===== src/rtl/lfsr_range_gen.sv =====
// rtl/lfsr_range_gen.sv - free-running Fibonacci LFSR with a sequential range reducer
// A request captures the LFSR state and maps it into [LOWER, LOWER+SPAN-1] one bit per clock.
module lfsr_range_gen #(
  parameter int                WIDTH        = 16,
  parameter logic [WIDTH-1:0]  TAPS         = 16'h100B,
  parameter logic [WIDTH-1:0]  DEFAULT_SEED = 16'hACE1,
  parameter int                OUT_W        = 14,
  parameter int                LOWER        = 1000,
  parameter int                SPAN         = 4000
) (
  input  logic             clk,
  input  logic             reset,
  input  logic             enable,
  input  logic             seed_load,
  input  logic [WIDTH-1:0] seed_in,
  input  logic             req,
  output logic             busy,
  output logic             valid,
  output logic [OUT_W-1:0] value,
  output logic [WIDTH-1:0] rnd_out
);

  localparam int                REM_W    = $clog2(SPAN) + 1;
  localparam int                CNT_W    = $clog2(WIDTH);
  localparam logic [REM_W:0]    SPAN_T   = (REM_W+1)'(SPAN);
  localparam logic [CNT_W-1:0]  CNT_LAST = CNT_W'(WIDTH - 1);
  localparam logic [OUT_W-1:0]  LOWER_T  = OUT_W'(LOWER);

  typedef enum logic [1:0] {
    S_IDLE,
    S_REDUCE,
    S_DONE
  } state_t;

  state_t           r_state;
  state_t           w_state_nxt;
  logic [WIDTH-1:0] r_rnd;
  logic [WIDTH-1:0] r_dividend;
  logic [REM_W-1:0] r_rem;
  logic [CNT_W-1:0] r_cnt;
  logic             r_valid;
  logic [OUT_W-1:0] r_value;
  logic             w_fb;
  logic             w_capture;
  logic [REM_W:0]   w_t;
  logic [REM_W-1:0] w_rem_nxt;

  assign w_fb = ^(r_rnd & TAPS);

  // A zero seed is replaced so the LFSR can never lock up in the all-zero state.
  always_ff @(posedge clk) begin
    if (reset) begin
      r_rnd <= DEFAULT_SEED;
    end else if (seed_load) begin
      r_rnd <= (seed_in == '0) ? DEFAULT_SEED : seed_in;
    end else if (enable) begin
      r_rnd <= {w_fb, r_rnd[WIDTH-1:1]};
    end
  end

  always_ff @(posedge clk) begin
    if (reset) begin
      r_state <= S_IDLE;
    end else begin
      r_state <= w_state_nxt;
    end
  end

  always_comb begin
    w_state_nxt = r_state;
    w_capture   = 1'b0;
    case (r_state)
      S_IDLE: begin
        if (req) begin
          w_capture   = 1'b1;
          w_state_nxt = S_REDUCE;
        end
      end
      S_REDUCE: begin
        if (r_cnt == CNT_LAST) begin
          w_state_nxt = S_DONE;
        end
      end
      S_DONE:  w_state_nxt = S_IDLE;
      default: w_state_nxt = S_IDLE;
    endcase
  end

  // Restoring-division step: the remainder stays below SPAN, so t stays below 2*SPAN.
  assign w_t       = {r_rem, r_dividend[WIDTH-1]};
  assign w_rem_nxt = (w_t >= SPAN_T) ? REM_W'(w_t - SPAN_T) : REM_W'(w_t);

  always_ff @(posedge clk) begin
    if (reset) begin
      r_dividend <= '0;
      r_rem      <= '0;
      r_cnt      <= '0;
      r_valid    <= 1'b0;
      r_value    <= LOWER_T;
    end else begin
      r_valid <= 1'b0;
      case (r_state)
        S_IDLE: begin
          if (w_capture) begin
            r_dividend <= r_rnd;
            r_rem      <= '0;
            r_cnt      <= '0;
          end
        end
        S_REDUCE: begin
          r_rem      <= w_rem_nxt;
          r_dividend <= {r_dividend[WIDTH-2:0], 1'b0};
          r_cnt      <= r_cnt + CNT_W'(1);
        end
        S_DONE: begin
          r_value <= LOWER_T + OUT_W'(r_rem);
          r_valid <= 1'b1;
        end
        default: begin
        end
      endcase
    end
  end

  assign busy    = (r_state != S_IDLE);
  assign valid   = r_valid;
  assign value   = r_value;
  assign rnd_out = r_rnd;

endmodule

===== config.mk =====
export PLATFORM = sky130hd
export DESIGN_NAME = lfsr_range_gen
export DESIGN_NICKNAME = d
export VERILOG_FILES = /design/src/rtl/lfsr_range_gen.sv
export SDC_FILE = /design/constraint.sdc
export NUM_CORES = 1
export LEC_CHECK = 0
export ABC_AREA = 1
export ABC_CLOCK_PERIOD_IN_PS = 1900
export CAP_MARGIN = 20
export CELL_PAD_IN_SITES_DETAIL_PLACEMENT = 0
export CELL_PAD_IN_SITES_GLOBAL_PLACEMENT = 2
export CORE_AREA = 2 2 77 152
export CTS_CLUSTER_DIAMETER = 200
export DETAILED_ROUTE_END_ITERATION = 10
export DIE_AREA = 0 0 79 154
export GPL_TIMING_DRIVEN = 0
export PLACE_DENSITY = 0.83
export SLEW_MARGIN = 20
export SYNTH_ARGS = -nofsm -noshare
export SYNTH_HDL_FRONTEND = slang
export SYNTH_SLANG_ARGS = --single-unit

===== constraint.sdc =====
create_clock -name clk -period 1.9 [get_ports clk]
set_input_delay 0.38 -clock clk [delete_from_list [all_inputs] [get_ports clk]]
set_output_delay 0.38 -clock clk [all_outputs]
set_load 0.02 [all_outputs]

* Yosys cells after proc, flatten, opt, wreduce, memory -nomap -nowiden *
Cells that the tools add are included.

word-level totals
  flip-flop bits (word level) = 66
  bits of input ports = 21
  output and inout port bits = 32
  logic and storage cells = 41

operators by class
  $add $sub $neg = 3
  magnitude comparators = 1
  equality and inequality tests = 6
  muxes and demuxes = 16
  reduce and logical (&&, ||, !) cells = 8

operators by type and width
  operator                                                                  number
  16-bit two-way mux                                                        4
  16-bit case mux with 2 select lines                                       1
  13-bit two-way mux                                                        2
  13-bit case mux with 2 select lines                                       1
  16-bit zero test                                                          1
  16-bit XOR reduction                                                      1
  10-bit by 13-bit adder with 14-bit output (first input constant)          1
  14-bit by 12-bit >= comparator with 1-bit output (second input constant)  1
  13-bit by 12-bit subtractor with 13-bit output (second input constant)    1
  4-bit case mux with 2 select lines                                        1
  2-bit inequality test (second input constant)                             3
  2-bit nonzero test                                                        3
  4-bit by 1-bit adder with 4-bit output (second input constant)            1
  4-bit equality test (second input constant)                               1
  2-bit two-way mux                                                         2
  4-bit two-way mux                                                         1
  2-bit case mux with 2 select lines                                        1
  2-bit AND reduction                                                       2
  1-bit two-way mux                                                         3
  2-bit by 1-bit equality test with 1-bit output (second input constant)    1
  2-bit equality test (second input constant)                               1
  2-bit zero test                                                           1

* Logic depth before layout (Yosys ltp) *
Gate-level depths: netlist (run 1).

  depth in word-level cells = 4
  mapped depth = 11
  gate-level depth less buffers = 11

* Least setup slack after synthesis (run 1) *
OpenSTA, ideal clock, no wires.

  kind = register to register
  start = reg r_rem[4]
  end = reg r_rem[9]
  library setup time = 66 ps
  data arrival time = 1273 ps
  data required time = 1834 ps
  setup slack = 561 ps
  stages on the path, launching flop included = 11
  buffers on the path = 0
  period minus slack after synthesis = 1339 ps
  cell sequence = dfxtp_1 inv_1 ha_1 inv_1 nand2_1 nor2_1 xor2_1 nand2_1 nand2_1 nand2_1 a21oi_2

between the ends
  word-level cells in the longest chain between the ends = 3
  elaborated cells between the ends (all ways) = 4
  those cells by class = add/sub: 1; order compare: 1; mux: 2

ends and longest elaborated chain
  what                                                                                                                       line  source
  from (decl)                                                                                                                39    logic [REM_W-1:0] r_rem;
  from (signal assigned)                                                                                                     111   r_rem <= w_rem_nxt;
  13-bit by 12-bit subtractor with 13-bit output / 14-bit by 12-bit >= comparator with 1-bit output (equally long branches)  91    assign w_rem_nxt = (w_t >= SPAN_T) ? REM_W'(w_t - SPAN_T) : REM_W'(w_t);
  13-bit two-way mux (*)                                                                                                     91
  13-bit case mux with 2 select lines (*)                                                                                    102   case (r_state)

Every way passes the cells marked *; elsewhere a longest branch is shown, timed or not.
A chain may end at the register's enable or synchronous reset.

* Worst setup path in the final report (run 1) *
  start = reg r_state[1]
  end = out busy

between the ends
  word-level cells in the longest chain between the ends = 1

ends and longest elaborated chain
  what                    line  source
  from (decl)             35    state_t r_state;
  from (signal assigned)  65    r_state <= w_state_nxt;
  2-bit nonzero test      125   assign busy = (r_state != S_IDLE);
  to (decl)               17    output logic busy,

Every way passes these cells.

==> results of run 1 <==
-- Yosys cell counts, drive strengths merged --
library cell and n:
o211ai 4, o22ai 2, a221oi 2, nand4 3, o21bai 2, nand2 88
xnor2 1, nand3 33, dfxtp 66, nor3 5, a311oi 1, nor2 49
o32ai 1, a32o 5, a22oi 13, a21oi 41, xor2 6, o221ai 1
ha 5, inv 45, o311ai 2, buf 19, nor4 1, o31ai 2
a2111oi 2, clkbuf 2, o21ai 23
-- critical path, delay by kind of cell, from the launching register on --
family / cells / cell delay (ns)
buffers and inverters: 2 / 0.64
and+or+nand+nor: 1 / 0.06
DFF: 1 / 0.40
-- worst max-delay path by stage --
stage	startpoint	end	slack [ns]	cells after the start
after CTS	r_state[1]$_SDFFE_PP0P_	busy	0.06	3
after detailed placement	reset	value[12]$_SDFFE_PP0P_	-0.11	6
after global routing	r_state[1]$_SDFFE_PP0P_	busy	0.02	3
final	r_state[1]$_SDFFE_PP0P_	busy	0.09	3
after global placement	reset	value[12]$_SDFFE_PP0P_	-0.11	6
after floorplan	r_rem[4]$_SDFFE_PP0P_	r_rem[9]$_SDFFE_PP0P_	0.56	10
-- per-layer routing --
metal | GRT usage | up-vias | routed length [um] | part of all wire
met2 | 0.360 | 70 | 6210 | 0.60
met5 | 0 | - | 0 | 0
met3 | 0.0329 | 27 | 276 | 0.027
met1 | 0.157 | 1437 | 3410 | 0.33
met4 | 0.113 | 0 | 512 | 0.049
li1 | - | 1554 | - | -
-- power by group through the flow --
| stage | combinational [mW] | sequential [mW] | clock, mW |
|---|---|---|---|
| 2_1_floorplan | 0.235 | 1.55 | 0 |
| 3_3_place_gp | 0.460 | 1.53 | 0 |
| 3_5_place_dp | 0.461 | 1.53 | 0 |
| 4_1_cts | 0.464 | 1.50 | 1.73 |
| 5_1_grt | 0.501 | 1.51 | 1.79 |
| 6_report | 0.458 | 1.50 | 1.70 |
-- metrics by stage --
stage | hold slack, ns | worst slack [ns]
3_5_place_dp | 0.459 | -0.108
4_1_cts | 0.464 | 0.0594
3_3_place_gp | 0.451 | -0.106
5_1_grt | 0.489 | 0.0168
6_report | 0.462 | 0.0868
2_1_floorplan | 0.440 | 0.561
-- sequential cells by signal, summed over array words and instances, names as in the netlist --
name	cells
r_dividend	16
value	14
rnd_out	16
r_rem	13
r_cnt	4
valid	1
r_state	2
-- cell type report --
class,count,area [um^2]
multi-input combinational,292,1600
fill,1192,6710
buffer,21,145
sequential,66,1320
clock inverter,5,52.6
inverter,45,176
tap,140,175
clock buffer,11,253
timing repair buffer,52,520
-- logic make-up (layout without fill, tap and decap cells) --
group	Yosys count	count (layout)	synth area share
AOI/OAI and AO/OA	101	101	0.198
xor gates and xnor gates	7	7	0.0189
adders and majority gates	5	5	0.0193
buffers and inverters	66	134	0.0993
DFF	66	66	0.408
and+or+nand+nor	179	179	0.256
==> flow_summary.ini, run 1 <==
[floorplanning]
die-area_mm2 = 0.0122
die_w_um = 79
num_rows = 54
start_util = 0.296
top_level_ports = 53
core_area_mm2 = 0.0109
die_h_um = 154

[setup_path]
worst_setup_path_end_kind = output pin
crit_required_ns = 1.52
cp_slowest_stage_delay_ns = 0.59
rrSetupSlack_ns = 0.36
r2r_end = value[11]$_SDFFE_PP0P_
r2r_cells = 7
critical_path_class = reg2out
crit_chain = nor2_1 -> inv_1 -> clkdlybuf4s50_1
cp_slowest_cell = clkdlybuf4s50_1
worstSetupStartpointType = register
regToRegStartpoint = r_rem[3]$_SDFFE_PP0P_
worstPathArrival_ns = 1.43
critPathMaxFanout = 3

[cts]
post_cts_buffers = 0
path_clk_slew_ns = 0.05
numCtsBuffers = 9
hold_buffers = 0
cts_tree = done
cts_resized = 0
insertion_delay_ns = 0.33
cts.sinks = 66
htreeDepth = 3
clockBufferDepth = 2
root_buffer = clkbuf_16

[yosys]
netlist.area_leader.share = 0.408
syn_area_per_cell_um2 = 7.64
ys_types = 43
netlist_instances = 424
yosys_warnings = 0
synth_fp_nets = 450
synth_area_mm2 = 0.00324
ys_seq_area_frac = 0.408
synth_area_leaders = dfxtp_1 41%, nand2_1 9.5%, a21oi_1 5.9%
ys_ff_latch = 66
synth_top_cell_by_area = dfxtp_1

[detailed_routing]
drt-initial-drc-count = 149
ant_nets = 0
via_count = 3088
drcViolationCount = 0
wl_um = 10400
routedWlPerCell_um = 16.5
post_drt_via_cell_ratio = 4.89
firstDrtPassIters = 5

[placement]
io_buffer_count = 52
placed_cell_area_mm2 = 0.00394
place.gp.congestion = 0.819
placed_cells = 616
hpwl_um = 8260

[global_routing]
grt_pass1_wl_um = 16400
grt_overflow = 0
first_global_vias = 3224
antenna_found_initial = 0
grt_max_degree = 12
grt.total_usage = 0.181

[finish]
final_nets = 513
drive_gt1_frac = 0.124
syn2layout_area_growth_pct = 30.9
final_area_mm2 = 0.00424
final_cell_mix = 82 x nand2_1, 66 x dfxtp_1, 52 x clkdlybuf4s50_1
final_cells = 632
final_common_cell = nand2_1
n_antenna_cell = 0
utilization = 0.387

[power]
power.density_mw_per_mm2 = 862
power_leakage_nw = 1.82
power.switching_uw = 942
finalPower_mw = 3.65
pwr-share-clk = 0.464
sw_frac_of_total = 0.258
p_int_mw = 2.71
peakVddDrop_uv = 573
combPwrFrac = 0.125
p_seq_frac = 0.410

[worst_hold_path]
hold_class = reg2reg
min_from = r_dividend[0]$_SDFFE_PP0P_
holdPathStages = 2
min_to = r_dividend[0]$_SDFFE_PP0P_

[sta]
min_period_ns = 1.81
clock_skew_ns = 0.00434
rsz0062_at_grt = no
slew_headroom = 0.685
worst_pin_slew_ns = 0.472
setup_tns_ns = 0
min_period_over_period = 0.954
drv_slew = 0
final_hold_viol_count = 0
setup_viol = 0
max_clock_freq_ghz = 0.552

[status]
status = finished, final reports clean

[run]
max-cap-violations = 0
No activity file was read; power rests on OpenSTA's default activity.
==> inputs of run 2 (changes only) <==
- ABC_CLOCK_PERIOD_IN_PS: 1900 -> unset
==> results of run 2 <==
No change in the layout: final DEF, timing and power equal those of run 1.
==> inputs of run 3 (changes only) <==
- CTS_CLUSTER_SIZE: unset -> 24
==> results of run 3 <==
No change in the layout: final DEF, timing and power equal those of run 1.
